==> src/rtl/nanosoc_dma_fifo_target_pkg.sv <==
`default_nettype none
// ============================================================================
// Module      : nanosoc_dma_fifo_target_pkg
// Description : Register map, bit positions and AHB encodings for the DMA
//               FIFO target.
// Revision    : 1.0
// ============================================================================
package nanosoc_dma_fifo_target_pkg;

    localparam logic [3:0] c_OFS_DATA   = 4'h0;
    localparam logic [3:0] c_OFS_STATUS = 4'h4;
    localparam logic [3:0] c_OFS_CTRL   = 4'h8;
    localparam logic [3:0] c_OFS_CLEAR  = 4'hC;

    // Word index decoded from HADDR[3:2]
    localparam logic [1:0] c_IDX_DATA   = c_OFS_DATA[3:2];
    localparam logic [1:0] c_IDX_STATUS = c_OFS_STATUS[3:2];
    localparam logic [1:0] c_IDX_CTRL   = c_OFS_CTRL[3:2];
    localparam logic [1:0] c_IDX_CLEAR  = c_OFS_CLEAR[3:2];

    localparam int c_STAT_EMPTY = 8;
    localparam int c_STAT_FULL  = 9;
    localparam int c_STAT_OVF   = 10;
    localparam int c_STAT_UDF   = 11;
    localparam int c_STAT_DONE0 = 12;
    localparam int c_STAT_DONE1 = 13;

    localparam int c_CTRL_REQ0 = 0;
    localparam int c_CTRL_REQ1 = 1;
    localparam int c_CTRL_IRQ0 = 4;
    localparam int c_CTRL_IRQ1 = 5;

    localparam logic [1:0] c_HTRANS_NONSEQ = 2'b10;
    localparam logic [1:0] c_HTRANS_SEQ    = 2'b11;
    localparam logic [2:0] c_HSIZE_WORD    = 3'b010;

    typedef enum logic [0:0] {
        ST_OKAY = 1'b0,
        ST_ERR2 = 1'b1
    } resp_state_t;

endpackage
`default_nettype wire

==> src/rtl/nanosoc_sync_fifo.sv <==
`default_nettype none
// ============================================================================
// Module      : nanosoc_sync_fifo
// Description : Single-clock word FIFO with look-ahead full/empty flags.
// Revision    : 1.0
// ============================================================================
module nanosoc_sync_fifo #(
    parameter int FIFO_AW = 3,
    parameter int DATA_W  = 32
) (
    input  logic              clk,
    input  logic              rst_n,
    input  logic              i_push,
    input  logic              i_pop,
    input  logic [DATA_W-1:0] i_wdata,
    output logic [DATA_W-1:0] o_rdata,
    output logic [FIFO_AW:0]  o_count,
    output logic              o_full,
    output logic              o_empty,
    output logic              o_full_next,
    output logic              o_empty_next
);

    localparam int               c_DEPTH     = 1 << FIFO_AW;
    localparam logic [FIFO_AW:0] c_FULL_CNT  = {1'b1, {FIFO_AW{1'b0}}};

    logic [DATA_W-1:0]  r_mem [c_DEPTH];
    logic [FIFO_AW-1:0] r_wptr;
    logic [FIFO_AW-1:0] r_rptr;
    logic [FIFO_AW:0]   r_count;
    logic [FIFO_AW:0]   w_count_next;
    logic               w_push;
    logic               w_pop;

    assign o_full  = (r_count == c_FULL_CNT);
    assign o_empty = (r_count == '0);
    assign w_push  = i_push & ~o_full;
    assign w_pop   = i_pop & ~o_empty;

    always_comb begin
        w_count_next = r_count;
        case ({w_push, w_pop})
            2'b10:   w_count_next = r_count + 1'b1;
            2'b01:   w_count_next = r_count - 1'b1;
            default: w_count_next = r_count;
        endcase
    end

    assign o_full_next  = (w_count_next == c_FULL_CNT);
    assign o_empty_next = (w_count_next == '0);
    assign o_count      = r_count;
    assign o_rdata      = r_mem[r_rptr];

    always_ff @(posedge clk or negedge rst_n) begin
        if (!rst_n) begin
            r_wptr  <= '0;
            r_rptr  <= '0;
            r_count <= '0;
        end else begin
            if (w_push) r_wptr <= r_wptr + 1'b1;
            if (w_pop)  r_rptr <= r_rptr + 1'b1;
            r_count <= w_count_next;
        end
    end

    // Storage carries no reset; only pointers define validity
    always_ff @(posedge clk) begin
        if (w_push) r_mem[r_wptr] <= i_wdata;
    end

endmodule
`default_nettype wire

==> src/rtl/nanosoc_dma_fifo_target.sv <==
`default_nettype none
// ============================================================================
// Module      : nanosoc_dma_fifo_target
// Description : AHB-Lite DMA loopback target: word FIFO plus DMA request,
//               done and interrupt handling.
// Revision    : 1.0
// ============================================================================
module nanosoc_dma_fifo_target
    import nanosoc_dma_fifo_target_pkg::*;
#(
    parameter int ADDR_W  = 12,
    parameter int DATA_W  = 32,
    parameter int FIFO_AW = 3
) (
    input  logic              HCLK,
    input  logic              HRESETn,
    input  logic              HSEL,
    input  logic [ADDR_W-1:0] HADDR,
    input  logic [1:0]        HTRANS,
    input  logic              HWRITE,
    input  logic [2:0]        HSIZE,
    input  logic [DATA_W-1:0] HWDATA,
    input  logic              HREADY,
    output logic              HREADYOUT,
    output logic              HRESP,
    output logic [DATA_W-1:0] HRDATA,
    output logic [1:0]        DMA_REQ,
    input  logic [1:0]        DMA_DONE,
    output logic              IRQ
);

    logic        r_valid;
    logic        r_write;
    logic [1:0]  r_idx;
    logic [2:0]  r_size;
    resp_state_t r_state;
    resp_state_t w_state_next;

    logic [1:0]  r_req_en;
    logic [1:0]  r_irq_en;
    logic        r_ovf;
    logic        r_udf;
    logic [1:0]  r_done;

    logic [1:0]  w_req_en_next;
    logic [1:0]  w_irq_en_next;
    logic        w_ovf_next;
    logic        w_udf_next;
    logic [1:0]  w_done_next;

    logic [DATA_W-1:0] w_head;
    logic [FIFO_AW:0]  w_count;
    logic              w_full;
    logic              w_empty;
    logic              w_full_next;
    logic              w_empty_next;

    logic w_addr_ph;
    logic w_live;
    logic w_is_data;
    logic w_size_err;
    logic w_ovf_err;
    logic w_udf_err;
    logic w_err;
    logic w_ok;
    logic w_push;
    logic w_pop;
    logic w_ctrl_wr;
    logic w_clr_wr;
    logic [DATA_W-1:0] w_status;
    logic [DATA_W-1:0] w_ctrl_rd;

    assign w_addr_ph = HSEL & HREADY &
                       ((HTRANS == c_HTRANS_NONSEQ) | (HTRANS == c_HTRANS_SEQ));

    always_ff @(posedge HCLK or negedge HRESETn) begin
        if (!HRESETn) begin
            r_valid <= 1'b0;
            r_write <= 1'b0;
            r_idx   <= '0;
            r_size  <= '0;
        end else if (HREADY) begin
            r_valid <= w_addr_ph;
            r_write <= HWRITE;
            r_idx   <= HADDR[3:2];
            r_size  <= HSIZE;
        end
    end

    // Data phase is only "live" in the OKAY state; the second error cycle
    // still holds the stale phase but must not act on it again.
    assign w_live     = r_valid & (r_state == ST_OKAY);
    assign w_is_data  = (r_idx == c_IDX_DATA);
    assign w_size_err = (r_size != c_HSIZE_WORD);
    assign w_ovf_err  = ~w_size_err & w_is_data &  r_write & w_full;
    assign w_udf_err  = ~w_size_err & w_is_data & ~r_write & w_empty;
    assign w_err      = w_live & (w_size_err | w_ovf_err | w_udf_err);
    assign w_ok       = w_live & ~w_err;
    assign w_push     = w_ok &  r_write & w_is_data;
    assign w_pop      = w_ok & ~r_write & w_is_data;
    assign w_ctrl_wr  = w_ok & r_write & (r_idx == c_IDX_CTRL);
    assign w_clr_wr   = w_ok & r_write & (r_idx == c_IDX_CLEAR);

    always_comb begin
        w_state_next = r_state;
        HREADYOUT    = 1'b1;
        HRESP        = 1'b0;
        case (r_state)
            ST_OKAY: begin
                if (w_err) begin
                    HREADYOUT    = 1'b0;
                    HRESP        = 1'b1;
                    w_state_next = ST_ERR2;
                end
            end
            ST_ERR2: begin
                HRESP        = 1'b1;
                w_state_next = ST_OKAY;
            end
            default: w_state_next = ST_OKAY;
        endcase
    end

    // DONE overrides a same-cycle CTRL write and a same-cycle CLEAR
    always_comb begin
        w_req_en_next = r_req_en;
        w_irq_en_next = r_irq_en;
        if (w_ctrl_wr) begin
            w_req_en_next = {HWDATA[c_CTRL_REQ1], HWDATA[c_CTRL_REQ0]};
            w_irq_en_next = {HWDATA[c_CTRL_IRQ1], HWDATA[c_CTRL_IRQ0]};
        end
        w_req_en_next = w_req_en_next & ~DMA_DONE;

        w_ovf_next  = (r_ovf & ~(w_clr_wr & HWDATA[c_STAT_OVF])) | (w_err & w_ovf_err);
        w_udf_next  = (r_udf & ~(w_clr_wr & HWDATA[c_STAT_UDF])) | (w_err & w_udf_err);
        w_done_next = r_done;
        if (w_clr_wr) begin
            w_done_next = r_done & ~{HWDATA[c_STAT_DONE1], HWDATA[c_STAT_DONE0]};
        end
        w_done_next = w_done_next | DMA_DONE;
    end

    always_ff @(posedge HCLK or negedge HRESETn) begin
        if (!HRESETn) begin
            r_state  <= ST_OKAY;
            r_req_en <= '0;
            r_irq_en <= '0;
            r_ovf    <= 1'b0;
            r_udf    <= 1'b0;
            r_done   <= '0;
            DMA_REQ  <= '0;
            IRQ      <= 1'b0;
        end else begin
            r_state  <= w_state_next;
            r_req_en <= w_req_en_next;
            r_irq_en <= w_irq_en_next;
            r_ovf    <= w_ovf_next;
            r_udf    <= w_udf_next;
            r_done   <= w_done_next;
            DMA_REQ  <= {w_req_en_next[1] & ~w_empty_next,
                         w_req_en_next[0] & ~w_full_next};
            IRQ      <= |(r_done & r_irq_en);
        end
    end

    always_comb begin
        w_status                 = '0;
        w_status[FIFO_AW:0]      = w_count;
        w_status[c_STAT_EMPTY]   = w_empty;
        w_status[c_STAT_FULL]    = w_full;
        w_status[c_STAT_OVF]     = r_ovf;
        w_status[c_STAT_UDF]     = r_udf;
        w_status[c_STAT_DONE0]   = r_done[0];
        w_status[c_STAT_DONE1]   = r_done[1];

        w_ctrl_rd                = '0;
        w_ctrl_rd[c_CTRL_REQ0]   = r_req_en[0];
        w_ctrl_rd[c_CTRL_REQ1]   = r_req_en[1];
        w_ctrl_rd[c_CTRL_IRQ0]   = r_irq_en[0];
        w_ctrl_rd[c_CTRL_IRQ1]   = r_irq_en[1];

        HRDATA = '0;
        if (w_ok & ~r_write) begin
            case (r_idx)
                c_IDX_DATA:   HRDATA = w_head;
                c_IDX_STATUS: HRDATA = w_status;
                c_IDX_CTRL:   HRDATA = w_ctrl_rd;
                default:      HRDATA = '0;
            endcase
        end
    end

    nanosoc_sync_fifo #(
        .FIFO_AW (FIFO_AW),
        .DATA_W  (DATA_W)
    ) u_fifo (
        .clk          (HCLK),
        .rst_n        (HRESETn),
        .i_push       (w_push),
        .i_pop        (w_pop),
        .i_wdata      (HWDATA),
        .o_rdata      (w_head),
        .o_count      (w_count),
        .o_full       (w_full),
        .o_empty      (w_empty),
        .o_full_next  (w_full_next),
        .o_empty_next (w_empty_next)
    );

    logic w_unused;
    assign w_unused = &{1'b0, HADDR, HWDATA};

endmodule
`default_nettype wire

==> config.mk <==
export PLATFORM = sky130hd
export DESIGN_NAME = nanosoc_dma_fifo_target
export DESIGN_NICKNAME = d
export VERILOG_FILES = /design/src/rtl/nanosoc_dma_fifo_target_pkg.sv /design/src/rtl/nanosoc_sync_fifo.sv /design/src/rtl/nanosoc_dma_fifo_target.sv
export SDC_FILE = /design/constraint.sdc
export NUM_CORES = 1
export LEC_CHECK = 0
export BUFFER_PORTS_ARGS = -buffer_cell sky130_fd_sc_hd__buf_2
export CORE_MARGIN = 5
export CORE_UTILIZATION = 35
export DETAILED_ROUTE_END_ITERATION = 10
export GPL_TIMING_DRIVEN = 0
export PLACE_DENSITY = 0.62
export SYNTH_ARGS = -nofsm -noshare
export SYNTH_HDL_FRONTEND = slang
export SYNTH_HIERARCHICAL = 1
export SYNTH_SLANG_ARGS = --single-unit
==> constraint.sdc <==
create_clock -name HCLK -period 4.1 [get_ports HCLK]
set_clock_uncertainty 0.2 [all_clocks]
set_input_delay 0.615 -clock HCLK [delete_from_list [all_inputs] [get_ports HCLK]]
set_output_delay 0.615 -clock HCLK [all_outputs]
set_load 0.05 [all_outputs]
After elaboration in Yosys (flattened, before gate mapping)
Memories as Yosys holds them, arrays and structs flattened.
Index checks and enable logic that the tools add are counted.
W data, S select, Z words.
{"block": "op_classes", "add_sub_neg": 4, "eq_ne": 10, "muxes": 12, "bitwise": 47, "n_reduce_logical": 4}
{"cell": "$pmux W32 S3", "n": 1}
{"cell": "$mux W32", "n": 1}
{"cell": "$and A1 B1 Y1", "n": 26}
{"cell": "$eq A2 B2 Y1 const B", "n": 5}
{"cell": "$not A1 Y1", "n": 10}
{"cell": "$eq A4 B4 Y1 const B", "n": 2}
{"cell": "$logic_not A4 Y1", "n": 2}
{"cell": "$pmux W4 S2", "n": 1}
{"cell": "$add A3 B1 Y3 const B", "n": 2}
{"cell": "$and A2 B2 Y2", "n": 3}
{"cell": "$mux W1", "n": 5}
{"cell": "$or A1 B1 Y1", "n": 5}
{"cell": "$add A4 B1 Y4 const B", "n": 1}
{"cell": "$eq A2 B1 Y1 const B", "n": 2}
{"cell": "$mux W2", "n": 2}
{"cell": "$not A2 Y2", "n": 2}
{"cell": "$pmux W1 S2", "n": 2}
{"cell": "$sub A4 B1 Y4 const B", "n": 1}
{"cell": "$ne A3 B2 Y1 const B", "n": 1}
{"cell": "$logic_not A2 Y1", "n": 1}
{"cell": "$or A2 B2 Y2", "n": 1}
{"cell": "$reduce_or A2 Y1", "n": 1}
{"block": "totals", "register_bits": 29, "ram_bits": 256, "out_inout_bits": 37, "word_cells": 93, "n_memories": 1}
{"memory": "u_fifo.r_mem", "depth": 8, "width": 32, "read_ports": 1, "rd_ports_with_merged_regs": 0, "write_ports": 1, "line": "nanosoc_sync_fifo.sv:27", "rtl": "logic [DATA_W-1:0] r_mem [c_DEPTH];"}

Depth between registers and ports, before layout
{"block": "depth", "depth_word": 18, "mapped_depth": 14, "depth_no_buf": 13}

By module
The synthesis kept the hierarchy.
{"mod": "nanosoc_sync_fifo", "instances": 1, "cells_per_inst": 445, "area_each_um2": 10398.7, "seq_area_each_um2": 7937.6}
{"mod": "nanosoc_dma_fifo_target", "instances": 1, "cells_per_inst": 132, "area_each_um2": 1265.0, "seq_area_each_um2": 475.5}

Least setup slack after synthesis
OpenSTA, ideal clock, no wires.
{"block": "synth_timing", "kind": "register to register", "start": "register r_size[2]", "end": "memory u_fifo.r_mem[0][0] (enable)", "arrival_time_ns": 3.685, "setup_slack_ns": -0.246, "stages_incl_launch_ff": 7, "n_path_buf": 1, "period_less_slack_ns": 4.346, "path_cell_list": "dfrtp_1 and4bb_2 buf_2 and4b_1 a21boi_1 nand2b_1 nor3_1"}
{"block": "synth_between", "elab_chain_len": 15}
{"item": "from (decl)", "line": "nanosoc_dma_fifo_target.sv:35", "rtl": "logic [2:0] r_size;"}
{"item": "from (signal assigned)", "line": "nanosoc_dma_fifo_target.sv:81", "rtl": "r_size <= '0;"}
{"item": "from (signal assigned)", "line": "nanosoc_dma_fifo_target.sv:86", "rtl": "r_size <= HSIZE;"}
{"item": "$ne A3 B2 Y1 *", "line": "nanosoc_dma_fifo_target.sv:94", "rtl": "assign w_size_err = (r_size != c_HSIZE_WORD);"}
{"item": "$not A1 Y1", "line": "nanosoc_dma_fifo_target.sv:95, nanosoc_dma_fifo_target.sv:96"}
{"item": "$and A1 B1 Y1", "line": "nanosoc_dma_fifo_target.sv:95, nanosoc_dma_fifo_target.sv:96"}
{"item": "$and A1 B1 Y1 (2 in series)", "line": "nanosoc_dma_fifo_target.sv:95", "rtl": "assign w_ovf_err = ~w_size_err & w_is_data & r_write & w_full;"}
{"item": "$or A1 B1 Y1", "line": "nanosoc_dma_fifo_target.sv:97", "rtl": "assign w_err = w_live & (w_size_err | w_ovf_err | w_udf_err);"}
{"item": "$or A1 B1 Y1 *", "line": "nanosoc_dma_fifo_target.sv:97"}
{"item": "$and A1 B1 Y1 *", "line": "nanosoc_dma_fifo_target.sv:97"}
{"item": "$not A1 Y1 *", "line": "nanosoc_dma_fifo_target.sv:98", "rtl": "assign w_ok = w_live & ~w_err;"}
{"item": "$and A1 B1 Y1 *", "line": "nanosoc_dma_fifo_target.sv:98"}
{"item": "$and A1 B1 Y1 * (2 in series)", "line": "nanosoc_dma_fifo_target.sv:99", "rtl": "assign w_push = w_ok & r_write & w_is_data;"}
{"item": "named net w_push", "line": "nanosoc_dma_fifo_target.sv:66", "rtl": "logic w_push;"}
{"item": "$and A1 B1 Y1 *", "line": "nanosoc_sync_fifo.sv:37", "rtl": "assign w_push = i_push & ~o_full;"}
{"item": "$mux W1 *", "line": "nanosoc_sync_fifo.sv:68", "rtl": "if (w_push) r_mem[r_wptr] <= i_wdata;"}
{"item": "$mux W1 (not written as such) *", "line": "nanosoc_sync_fifo.sv:68"}
{"item": "to (decl)", "line": "nanosoc_sync_fifo.sv:27"}
Mark *: on every way through the listed nets, which the timed path passes. The rest lies on a longest branch.

Worst setup path in the final report
{"block": "layout_timing", "start": "register u_fifo.r_rptr[1]", "end": "output HRDATA[9]"}
{"block": "layout_between", "elab_chain_len": 3}
{"item": "from (decl)", "line": "nanosoc_sync_fifo.sv:29", "rtl": "logic [FIFO_AW-1:0] r_rptr;"}
{"item": "from (signal assigned)", "line": "nanosoc_sync_fifo.sv:61", "rtl": "if (w_pop) r_rptr <= r_rptr + 1'b1;"}
{"item": "$mem_v2 Z8 W32"}
{"item": "named net w_head[9]", "line": "nanosoc_dma_fifo_target.sv:51", "rtl": "logic [DATA_W-1:0] w_head;"}
{"item": "$pmux W32 S3", "line": "nanosoc_dma_fifo_target.sv:184", "rtl": "case (r_idx)"}
{"item": "$mux W32", "line": "nanosoc_dma_fifo_target.sv:183", "rtl": "if (w_ok & ~r_write) begin"}
{"item": "to (decl)", "line": "nanosoc_dma_fifo_target.sv:26", "rtl": "output logic [DATA_W-1:0] HRDATA,"}
The timed path passes the listed nets, and every way through them passes these cells.

==> summary.txt <==
Routing
  • Wire per inst: ~21 um
  • Post-route DRC: 0
  • Met2 routed WL: approximately 11000 um
  • Final WL: 24900 um
  • DR iter-0 viols: approximately 370
  • Pre-antenna DRT Iters: 4
  • Via Count: about 5800
  • DRT antenna net count: 0
  • Highest routed layer: met5
  • Vias per cell: 4.956
  • Met3 WL: 1576 um
  • Metal-1 WL: approximately 12000 um

Setup path
  • Delay-heaviest family, CP: buffers and inverters
  • Crit-path cells: buf_2, buf_1, mux4_2, mux2_2, a22oi_1, nor2_2, buf_2
  • Buf/Inv on CP: 3
  • Crit path kind: reg -> out
  • Peak fanout along the critical path: 10
  • Slowest stage cell, crit path: buf_1
  • Crit start category: flip-flop
  • Cell mode on critical path: buf_2
  • CP max stage delay: around 0.64 ns
  • Critical Path RT: about 3.3 ns
  • WP data arrival: slightly above 3 ns
  • Crit end category: output pin

Die
  • Chip height: just under 200 um
  • Die ar.: 37080 um^2
  • Core Box Area: approximately 33000 um^2
  • Initial core utilization: 0.3567
  • Rows: 66
  • Chip Width: a little under 200 um
  • # IOs: between 90 and 100

STA
  • Fin. max-slew vios: 0
  • Tmin final: 3.873 ns
  • Final hold vios: 0
  • Final period util: 0.9447
  • Highest achievable clock rate: between 200 and 300 MHz
  • Final setup viols: 0
  • Hold_ws: about 0.076 ns
  • Worst-Margin Slew: about 0.84 ns
  • Setup TNS: 0 ns
  • Relative slew margins: 0.4422
  • RSZ-0062 raised after global routing: no

Power and ir drop
  • VDD IR-drop max: 324.5 uV
  • Reg power frac: 0.541
  • PD cells: about 430 nW/um^2
  • Combinational power share: 0.032
  • Total power draw: 5.930 mW
  • Internal power: roughly 4.7 mW
  • Switch share: 0.2046
  • Leakage power: ~4.6 nW
  • Sw power: ~1.2 mW
  • Clock power frac: 0.427

Synth
  • Yosys warnings: 6
  • Sequential share of the synthesized area: 0.7213
  • Top cells by area, synth: edfxtp_1 (66%), mux4_2 (7.5%), dfrtp_1 (6.2%), mux4_1 (5.6%), mux2_2 (4.1%)
  • Yosys cell types: 54
  • Async SR Flop Fraction: 0.1018
  • Synth area leader: edfxtp_1
  • Count leader, synth: edfxtp_1
  • Primary FF master, synth: edfxtp_1
  • Adder-cell area share of the yosys netlist: 0.007080
  • Post-synth EDFFs: around 260
  • Mapped Nets: ~640
  • Synth Instances: approximately 580
  • Largest family of logic cells by synthesized area: multiplexers
  • Post-synthesis compound-gate area fraction: 0.02607
  • Synth top area share: 0.6591
  • Post-Syn Area: roughly 12000 um^2
  • Syn avg cell area: 20.21 um^2
  • XOR/XNOR Fraction of Synth Area: 0.004505
  • Post-synthesis mux area share: 0.1730
  • Top cells by count, synth: edfxtp_1 (256), mux2_2 (42), mux4_2 (39)
  • Post-synthesis sequential element count: 285
  • Simple-Gate Fraction of Synth Area: 0.04935

Global routing
  • GRT overflow: 0
  • Total GRT Usage: 0.1356
  • Largest net degree at the start of global routing: 30
  • Antenna violations before repair: 3
  • Number of global-route vias before repair: about 6000
  • First-pass GRT wire length: about 38000 um

Finish
  • Multi-input logic area: approximately 3100 um^2
  • Non-Filler Instances: 1166
  • Fraction of layout cells with a size suffix above 1: 0.3555
  • Fin nets: roughly 760
  • Layout Area Growth over Synthesis: 19.26%
  • FF+latch area: ~8400 um^2
  • Fillers: a little under 3000

Clock network
  • TritonCTS Buffers: 29
  • Root buf cell: clkbuf_16
  • CTS max path bufs: 3
  • Reg clk slew, reported paths: ~0.060 ns
  • CTS tree: built
  • CTS HTree Levels: 1
  • Clk Latency, worst-skew pair: 0.55 ns
  • Clock Sinks: about 290

Run status
  • Status: finished clean

Placed design
  • Input/output buffers: 80
  • RD Place Congestion: roughly 0.8
  • Dpl hpwl: ~16000 um
  • Placed cell count: 1109

Job
  • Max cap viols: 0

Hold path
  • Hold Path Class: in -> reg
## routing by layer
metal	vias to the layer above	GRT usage
met1	2966	0.1997
met4	4	0.02907
li1	2623	-
met5	-	0
met2	150	0.2075
met3	36	0.03111
## stage by stage
step | instance area (um^2) | utilization | worst slack [ns]
5_1_grt | 13910 | 0.4253 | 0.01643
4_1_cts | 13880 | 0.4245 | 0.04189
2_1_floorplan | 11670 | - | 0.5816
6_report | 13910 | 0.4254 | 0.2268
3_3_place_gp | 12630 | 0.3861 | -1.235
3_5_place_dp | 12920 | 0.3952 | -0.5435
## cell families after synthesis
kind of cell / Yosys count
DFF: 285
muxes: 107
and+or+nand+nor: 96
AOI/OAI and AO/OA: 41
buffers and inverters: 36
xor gates and xnor gates: 6
adders and majority gates: 6
## state kept, by name, indices dropped and copies added, names as in the netlist, 2 cells and up
| name | count |
|---|---|
| u_fifo/r_mem | 256 |
| u_fifo/o_count | 4 |
| r_size | 3 |
| u_fifo/r_rptr | 3 |
| u_fifo/r_wptr | 3 |
| DMA_REQ | 2 |
| r_done | 2 |
| r_idx | 2 |
| r_irq_en | 2 |
| r_req_en | 2 |
## layout make-up
| cell class | instances | area share |
|---|---|---|
| diodes | 1 | 0.0001799 |
| plain buffers | 28 | 0.01403 |
| clock buffers | 38 | 0.05604 |
| clock inverters | 15 | 0.009985 |
| inverters | 8 | 0.002159 |
| multi-input cells | 256 | 0.2252 |
| flip-flops and latches | 285 | 0.6049 |
| well taps | 442 | 0.03976 |
| repair buffers | 93 | 0.04767 |
## power by group through the flow
stage / sequential [mW] / combinational, mW / clock (mW)
after floorplan: 3.27 / 0.0989 / 0
after global placement: 3.27 / 0.184 / 0
after detailed placement: 3.27 / 0.190 / 0
after CTS: 3.21 / 0.193 / 2.60
after global routing: 3.21 / 0.213 / 2.74
final: 3.21 / 0.192 / 2.53
## worst paths after layout
kind / startpoint / end / slack (ns) / depth (start not counted)
setup reg to reg: u_fifo/o_count[2]$_DFF_PN0_ / DMA_REQ[1]$_DFF_PN0_ / 0.27 / 15
max in group asynchronous: HRESETn / u_fifo/o_count[0]$_DFF_PN0_ / 2.76 / 2
hold / removal: DMA_DONE[0] / r_req_en[0]$_DFF_PN0_ / 0.08 / 2
min in group asynchronous: HRESETn / r_size[2]$_DFFE_PN0P_ / 0.46 / 2
hold reg to reg: r_udf$_DFF_PN0_ / r_udf$_DFF_PN0_ / 0.30 / 1
setup / recovery: u_fifo/r_rptr[1]$_DFFE_PN0P_ / HRDATA[9] / 0.23 / 7
## layout by cell type, fill, tap and decap left out, types with 6 or more instances in the layout
master | Yosys | routed
a21oi_1 | 7 | 7
a22oi_1 | 9 | 9
and2_1 | 22 | 22
buf_12 | 2 | 7
buf_2 | 6 | 85
clkbuf_1 | 9 | 15
clkbuf_16 | 0 | 29
clkinv_2 | 0 | 8
dfrtp_1 | 29 | 28
edfxtp_1 | 256 | 256
inv_1 | 8 | 8
mux2_2 | 42 | 42
mux4_1 | 25 | 25
mux4_2 | 39 | 39
nand2_1 | 19 | 19
nor2_2 | 7 | 7
nor2_4 | 0 | 6
## timing repair
action                                 CTS  global route
pin swaps                                1             1
hold buffers                             1             0
endpoints found under the hold margin   29             0
setup buffers                            1             1
resized for setup                        5             5
setup endpoints to repair                3             3
(Power assumes the default switching activity.)
